===== src/rtl/key_pkg.sv =====
// ============================================================================
//  Module      : key_pkg
//  Description : Shared types and defaults for the key click decoder:
//                FSM state encoding, default clock/window constants and a
//                constant-function ceil(log2) helper.
//  Revision    : 1.0  initial release
// ============================================================================
`default_nettype none

package key_pkg;

    // Burst classification states; WAIT3 is only reachable with triple-click
    typedef enum logic [1:0] {
        ST_IDLE  = 2'd0,
        ST_WAIT2 = 2'd1,
        ST_WAIT3 = 2'd2
    } key_state_e;

    localparam int CLK_FREQ_HZ  = 84_000_000;
    localparam int KEY_WIN_MS   = 300;
    localparam int DEF_WIN_CYC  = (CLK_FREQ_HZ / 1000) * KEY_WIN_MS;
    localparam int DEF_MODE_NUM = 4;
    localparam int DEF_MODE_W   = 2;

    // ceil(log2(value)), usable in constant expressions on any toolchain
    function automatic int clog2_f(input int value);
        int res;
        int v;
        res = 0;
        v   = value - 1;
        while (v > 0) begin
            res = res + 1;
            v   = v >> 1;
        end
        return res;
    endfunction

endpackage : key_pkg

`default_nettype wire


===== src/rtl/key_win_timer.sv =====
// ============================================================================
//  Module      : key_win_timer
//  Description : Clearable up-counter with a terminal-count flag that is
//                raised while the count equals WIN_CYC-1. Clear has priority
//                over enable. Also intended for long-press detection.
//  Revision    : 1.0  initial release
// ============================================================================
`default_nettype none

module key_win_timer
    import key_pkg::*;
#(
    parameter int WIN_CYC = DEF_WIN_CYC
) (
    input  logic clk,
    input  logic rst_n,
    input  logic clr_i,
    input  logic en_i,
    output logic tc_o
);

    localparam int              CNT_W    = clog2_f(WIN_CYC);
    localparam logic [CNT_W-1:0] CNT_LAST = CNT_W'(WIN_CYC - 1);

    if (WIN_CYC < 2) begin : g_chk_win_cyc
        $error("key_win_timer: WIN_CYC must be at least 2");
    end

    logic [CNT_W-1:0] cnt_q;

    // Window counter: clear wins, otherwise count while enabled
    always_ff @(posedge clk or negedge rst_n) begin
        if (!rst_n) begin
            cnt_q <= '0;
        end else if (clr_i) begin
            cnt_q <= '0;
        end else if (en_i) begin
            cnt_q <= cnt_q + CNT_W'(1);
        end
    end

    assign tc_o = (cnt_q == CNT_LAST);

endmodule : key_win_timer

`default_nettype wire


===== src/rtl/key_click_decoder.sv =====
// ============================================================================
//  Module      : key_click_decoder
//  Description : Classifies bursts of debounced key pulses into single /
//                double (/ triple) clicks and keeps a wrapping mode index.
//                A burst ends when a click window of WIN_CYC cycles expires
//                without a further press, or when the maximum click count is
//                reached. All outputs are registered.
//  Options     : define KEY_TRIPLE_CLICK_EN to enable triple-click detection.
//  Revision    : 1.0  initial release
// ============================================================================
`default_nettype none

module key_click_decoder
    import key_pkg::*;
#(
    parameter int WIN_CYC  = DEF_WIN_CYC,
    parameter int MODE_NUM = DEF_MODE_NUM,
    parameter int MODE_W   = DEF_MODE_W
) (
    input  logic              clk,
    input  logic              rst_n,
    input  logic              key_vld,
    output logic              single_click,
    output logic              double_click,
    output logic              triple_click,
    output logic [MODE_W-1:0] mode
);

    localparam logic [MODE_W-1:0] MODE_LAST = MODE_W'(MODE_NUM - 1);

    if (MODE_W < clog2_f(MODE_NUM)) begin : g_chk_mode_w
        $error("key_click_decoder: MODE_W too narrow for MODE_NUM");
    end
    if (MODE_NUM < 2) begin : g_chk_mode_num
        $error("key_click_decoder: MODE_NUM must be at least 2");
    end
    if (WIN_CYC < 2) begin : g_chk_win_cyc
        $error("key_click_decoder: WIN_CYC must be at least 2");
    end

    key_state_e        state_q;
    logic              single_q;
    logic              double_q;
    logic [MODE_W-1:0] mode_q;
    logic              win_tc;
    logic              win_clr;
    logic              win_en;

    // Every state change happens on a key press or on terminal count (or
    // while idle), so clearing on those events restarts the window on entry
    always_comb begin
        win_en  = (state_q != ST_IDLE);
        win_clr = (state_q == ST_IDLE) || key_vld || win_tc;
    end

    key_win_timer #(
        .WIN_CYC (WIN_CYC)
    ) u_win_timer (
        .clk   (clk),
        .rst_n (rst_n),
        .clr_i (win_clr),
        .en_i  (win_en),
        .tc_o  (win_tc)
    );

`ifdef KEY_TRIPLE_CLICK_EN
    logic triple_q;

    // Burst FSM with registered pulses and mode; a press beats a timeout
    always_ff @(posedge clk or negedge rst_n) begin
        if (!rst_n) begin
            state_q  <= ST_IDLE;
            single_q <= 1'b0;
            double_q <= 1'b0;
            triple_q <= 1'b0;
            mode_q   <= '0;
        end else begin
            single_q <= 1'b0;
            double_q <= 1'b0;
            triple_q <= 1'b0;
            case (state_q)
                ST_IDLE: begin
                    if (key_vld) state_q <= ST_WAIT2;
                end
                ST_WAIT2: begin
                    if (key_vld) begin
                        state_q <= ST_WAIT3;
                    end else if (win_tc) begin
                        state_q  <= ST_IDLE;
                        single_q <= 1'b1;
                        mode_q   <= (mode_q == MODE_LAST) ? '0 : mode_q + MODE_W'(1);
                    end
                end
                ST_WAIT3: begin
                    if (key_vld) begin
                        state_q  <= ST_IDLE;
                        triple_q <= 1'b1;
                        mode_q   <= MODE_LAST;
                    end else if (win_tc) begin
                        state_q  <= ST_IDLE;
                        double_q <= 1'b1;
                        mode_q   <= '0;
                    end
                end
                default: state_q <= ST_IDLE;
            endcase
        end
    end

    assign triple_click = triple_q;
`else
    // Burst FSM with registered pulses and mode; a press beats a timeout
    always_ff @(posedge clk or negedge rst_n) begin
        if (!rst_n) begin
            state_q  <= ST_IDLE;
            single_q <= 1'b0;
            double_q <= 1'b0;
            mode_q   <= '0;
        end else begin
            single_q <= 1'b0;
            double_q <= 1'b0;
            case (state_q)
                ST_IDLE: begin
                    if (key_vld) state_q <= ST_WAIT2;
                end
                ST_WAIT2: begin
                    if (key_vld) begin
                        state_q  <= ST_IDLE;
                        double_q <= 1'b1;
                        mode_q   <= '0;
                    end else if (win_tc) begin
                        state_q  <= ST_IDLE;
                        single_q <= 1'b1;
                        mode_q   <= (mode_q == MODE_LAST) ? '0 : mode_q + MODE_W'(1);
                    end
                end
                default: state_q <= ST_IDLE;
            endcase
        end
    end

    assign triple_click = 1'b0;
`endif

    assign single_click = single_q;
    assign double_click = double_q;
    assign mode         = mode_q;

endmodule : key_click_decoder

`default_nettype wire


===== config.mk =====
export PLATFORM = sky130hd
export DESIGN_NAME = key_click_decoder
export DESIGN_NICKNAME = d
export VERILOG_FILES = /design/src/rtl/key_pkg.sv /design/src/rtl/key_win_timer.sv /design/src/rtl/key_click_decoder.sv
export SDC_FILE = /design/constraint.sdc
export NUM_CORES = 1
export LEC_CHECK = 0
export CORE_MARGIN = 10
export CORE_UTILIZATION = 50
export DETAILED_ROUTE_END_ITERATION = 16
export PLACE_DENSITY = 0.7
export SYNTH_ARGS = -nofsm -noshare
export SYNTH_HDL_FRONTEND = slang
export SYNTH_SLANG_ARGS = --single-unit

===== constraint.sdc =====
create_clock -name clk -period 2.4 [get_ports clk]
set_input_delay 0.24 -clock clk [delete_from_list [all_inputs] [get_ports clk]]
set_output_delay 0.24 -clock clk [all_outputs]
set_load 0.1 [all_outputs]

# Yosys cells after proc, flatten, opt, wreduce, memory -nomap -nowiden

Index checks and enable logic that the tools add are counted.

Bits in registers: 31
Bits of input ports: 3
Output and inout port bits: 5
Word-level logic and storage cells: 34

Add/sub/neg operators: 2
Eq/ne operators: 5
Mux-type cells: 14
Reductions and logical operators: 8

Operators by type and width:

| cell                    | number |
|---|---|
| $mux W25                | 2 |
| $add A25 B1 Y25 const B | 1 |
| $eq A25 B25 Y1 const B  | 1 |
| $mux W2                 | 6 |
| $reduce_bool A2 Y1      | 3 |
| $mux W1                 | 5 |
| $pmux W2 S2             | 1 |
| $reduce_and A2 Y1       | 2 |
| $ne A3 B3 Y1 const B    | 1 |
| $add A2 B1 Y2 const B   | 1 |
| $eq A2 B1 Y1 const B    | 1 |
| $eq A2 B2 Y1 const B    | 1 |
| $logic_not A2 Y1        | 1 |
| $logic_or A1 B1 Y1      | 2 |
| $ne A2 B2 Y1 const B    | 1 |

# Depth between registers and ports, before layout

Word-level depth: 4
Mapped depth: 7
Depth with buffers taken out: 5

# Modules after synthesis

Synthesis repeated with hierarchy kept, for this count alone.

Cells, all modules: 165
Area, all modules: 1,647.8 µm²

Modules (own cells, without submodules):

| module            | times used | cells an instance | area an instance (µm²) | seq. area each (µm²) |
|---|---|---|---|---|
| key_win_timer     | 1          | 146               | 1,421.4                | 625.6 |
| key_click_decoder | 1          | 19                | 226.5                  | 125.1 |

# Least setup slack after synthesis

Ideal clock, no wire load.

Path type: flip-flop to flip-flop
Start: register mode_q[0], in the netlist mode[0]
End: register mode_q[1], in the netlist mode[1]
Library setup time: 0.146 ns
Data arrival time: 1.639 ns
Data required time: 2.254 ns
Slack: 0.615 ns
Cell stages (with the launch flop): 5
Path buffers: 0
Period minus slack after synthesis: 1.785 ns
Cell sequence: dfrtp_1 ha_1 and3_1 nand3_1 o311ai_0

Longest elaborated chain between the ends: 4
Elaborated cells on any way between the ends: 5
Classes of those cells: add/sub: 1; eq/ne: 1; mux: 3

Ends and longest elaborated chain:

| element                                              | RTL line                 | source |
|---|---|---|
| start, declared                                      | key_click_decoder.sv:44  | `logic [MODE_W-1:0] mode_q;` |
| start signal, assigned                               | key_click_decoder.sv:134 | `mode_q <= (mode_q == MODE_LAST) ? '0 : mode_q + MODE_W'(1);` |
| $add A2 B1 Y2 / $eq A2 B2 Y1 (equally long branches) | key_click_decoder.sv:134 |  |
| $mux W2 *                                            | key_click_decoder.sv:134 |  |
| $mux W2 *                                            | key_click_decoder.sv:131 | `end else if (win_tc) begin` |
| $mux W2 *                                            | key_click_decoder.sv:127 | `if (key_vld) begin` |

Every way passes the cells marked *; elsewhere a longest branch is shown, timed or not. The select of a mux whose other input is x is not followed.
A chain may end at the register's enable or synchronous reset.

# Worst setup path in the final report

Start: register u_win_timer.cnt_q[0]
End: register u_win_timer.cnt_q[24]

Longest elaborated chain between the ends: 3
Elaborated cells on any way between the ends: 6
Classes of those cells: add/sub: 1; eq/ne: 1; mux: 2; reduce/logical: 2

Ends and longest elaborated chain:

| element                                                  | RTL line                                     | source |
|---|---|---|
| start, declared                                          | key_win_timer.sv:29                          | `logic [CNT_W-1:0] cnt_q;` |
| start signal, assigned                                   | key_win_timer.sv:38                          | `cnt_q <= cnt_q + CNT_W'(1);` |
| $add A25 B1 Y25 / $eq A25 B25 Y1 (equally long branches) | key_win_timer.sv:38, key_win_timer.sv:42     |  |
| $mux W25 / $logic_or A1 B1 Y1 (equally long branches)    | key_win_timer.sv:37, key_click_decoder.sv:53 |  |
| $mux W25 / $reduce_bool A2 Y1 (equally long branches)    | --                                           |  |

Several ways; a longest one is shown, not always the timed one. The select of a mux whose other input is x is not followed.

==> results.md <==
* Most used flip-flop cell after synthesis: dfrtp_1
* Max Freq at 505 MHz
* Distinct cell type count after synthesis at 36
* Detail Placement HPWL at roughly 2 mm
* Total power at approximately 1100 uW
* Iteration-0 DRC Markers at between 70 and 80
* Wire per inst at 13.9 um
* Largest net degree at the start of global routing at 31
* Layout Nets at 171
* Post-place setup slack at around 440 ps
* Clock Sink Count at 30
* Crit share post-route at 0.826
* Die Area at slightly below 0.006 sq mm
* Area share of the largest cell type after synthesis at 0.476
* Share of cells above drive strength 1 at 0.120
* CTS HTree Levels at 2
* Mapped cell area at between 0.0015 and 0.002 sq mm
* Final std cells w/o fill at 211
* Setup TNS Final at 0 ps
* Crit. End Element: register
* Area delta synth->final at 7.78%
* Reg power frac at 0.498
* RSZ-0062 raised after global routing: no
* CTS Buf Count at 5
* Post-Route WL at between 2 and 3 mm
* Async SR Flop Fraction at 1.00
* First-pass GRT wire length at roughly 5.3 mm
* Final worst slack at 418 ps
* CTS tree: done
* Startpoint types: register
* Syn_nets at roughly 160
* Global route total overflow at 0
* PwrDens at roughly 660 mW/mm^2
* Cell count after synthesis at ~160
* MaxCap Viol Count at 0
* Outcome: complete, no violations
* Proportion of power drawn by the clock network at 0.280
* Initial antenna violation count at 0
* Top cells by area, synth: dfrtp_1 (48%), xor2_1 (3.9%), nor2_1 (3.6%), a21oi_1 (3.5%), nand3_1 (3.5%)
* Comb pwr share at 0.222
* Sequential-to-total area share from yosys stat at 0.476
* Vias in the first global route at 1,219
* Hold Crit Class: primary input to async pin
* Sw Share at 0.352
* Via-to-Cell Ratio at about 5.6
* Post-route ant nets at 0
* Clock latency on the worst-skew pair at 330 ps
* Core area at ~0.0030 sq mm
* DR pass1 iterations at 4
* Die width at 76.2 um
* Row count at 20
* Maximum clock path buffer count at 2
* Placed cells at just over 200
* Final antenna diode count at 0
* Worst endpoint required time at around 2700 ps
* IR Drop Worst-Case VDD at 297 uV
* Resize count post-CTS at 0
* Initial core utilization at 0.521
* Syn_area_per_cell at roughly 10 sq um
* Crit-path max FO at 11
* I/O pins at 8
* # hold bufs at CTS at 0
* Vias at around 1,200
* Net load switching power at slightly below 400 uW
* Global-route usage over all layers at 0.110
* CTS root buf: clkbuf_4
* Hold Vio Cnt, Final at 0
* Commonest cells in the netlist: dfrtp_1 (30), nor2_1 (15), a21oi_1 (11), nand3_1 (11), nand2_1 (8)
* Min Tclk post-route at 1980 ps
* Setup CP Type: register to register
* Post-CTS setup buffer count at 0
* Clk slew on worst S/H paths at roughly 90 ps
* Critical Path AT at 2250 ps
* Clock skew at 10.2 ps
* Pint at between 700 and 800 uW
* P_leak at approximately 0.00069 uW
* EDFF count, synth at 0
* Yosys warns at 0
* Max Slew Vio Count at 0
* GP Congestion at around 0.8
* Die Height at roughly 76 um
* Number of port buffers at 6
* Synth area leader: dfrtp_1
* Post-route DRC violation count at 0
* Setup violators final at 0
* Number of synthesized register bits at 30
* Most common cell in the netlist: dfrtp_1
## metrics by stage
stage	util	area (sq um)	hold slack, ps
detailed placement	0.541	1640	497
finish	0.561	1700	275
global placement	0.541	1640	467
global route	0.561	1700	290
CTS	0.561	1700	281
floorplan	-	1580	-55.6
## power by group through the flow
stage / logic, uW / registers (uW) / clock network (uW)
global route: 266 / 561 / 354
finish: 248 / 556 / 313
detailed placement: 250 / 567 / 0
floorplan: 62.9 / 693 / 0
CTS: 251 / 556 / 320
global placement: 246 / 564 / 0
## worst max-delay path: stages, from the launching register on
cell and delay (ps):
dfrtp_1 400, ha_1 220, and4_1 330, nand4_2 250, or4_1 560, a21oi_1 150
## cells by family (layout without fill, tap and decap cells)
group,count (synthesis),count (layout),share of synthesized area
other,1,1,0.00238
DFF,30,30,0.476
AOI/OAI and AO/OA,26,26,0.103
xor gates and xnor gates,12,12,0.0667
adders and majority gates,2,2,0.0159
buffers and inverters,11,20,0.0436
and+or+nand+nor,76,76,0.292
## final cells by class
type                            count  area, sq um
Inverter                            5         18.8
Timing Repair Buffer                7         57.6
Sequential cell                    30          751
Clock buffer                        7         55.1
Tap cell                           44         55.1
Multi-Input combinational cell    117          757
Fill cell                         272         1330
Clock inverter                      1         5.00
## state kept, by name, summed over array words and instances (netlist names)
register           count
state_q                1
u_win_timer.cnt_q     25
single_click           1
double_click           1
mode                   2
## path summary, 6_finish.rpt
path / startpoint / to / slack [ps] / cells after the start
hold reg to reg: u_win_timer.cnt_q[0] / u_win_timer.cnt_q[0] / 510 / 1
min in group clk: u_win_timer.cnt_q[0] / u_win_timer.cnt_q[0] / 510 / 1
setup / recovery: u_win_timer.cnt_q[0] / u_win_timer.cnt_q[24] / 420 / 5
hold / removal: rst_n / u_win_timer.cnt_q[19] / 280 / 2
max in group asynchronous: rst_n / u_win_timer.cnt_q[15] / 1830 / 2
setup reg to reg: u_win_timer.cnt_q[0] / u_win_timer.cnt_q[24] / 420 / 5
## layer usage
layer  wire length (um)  up-vias  track usage  part of all wire
met5                  0        -            0                 0
met4                 69        0       0.0632             0.024
met3                126        7       0.0448             0.043
met2               1360       19        0.176              0.46
met1               1370      572        0.121              0.47
li1                   -      584            -                 -
## placed cells by master, fill, tap and decap left out, types with 3 or more instances in the layout
| cell type | netlist | layout |
|---|---|---|
| a21oi_1 | 11 | 11 |
| and2_1 | 3 | 3 |
| and3_1 | 4 | 4 |
| and4_1 | 4 | 4 |
| buf_4 | 3 | 5 |
| clkbuf_4 | 0 | 5 |
| dfrtp_1 | 30 | 30 |
| inv_1 | 5 | 5 |
| nand2_1 | 8 | 8 |
| nand2b_1 | 3 | 3 |
| nand3_1 | 11 | 11 |
| nand4_1 | 3 | 3 |
| nor2_1 | 15 | 15 |
| o21ai_0 | 5 | 5 |
| o31ai_1 | 6 | 6 |
| or3_1 | 5 | 5 |
| or4_1 | 7 | 7 |
| xnor2_1 | 5 | 5 |
| xor2_1 | 7 | 7 |
Note: power is estimated with default switching activity, not from simulation.
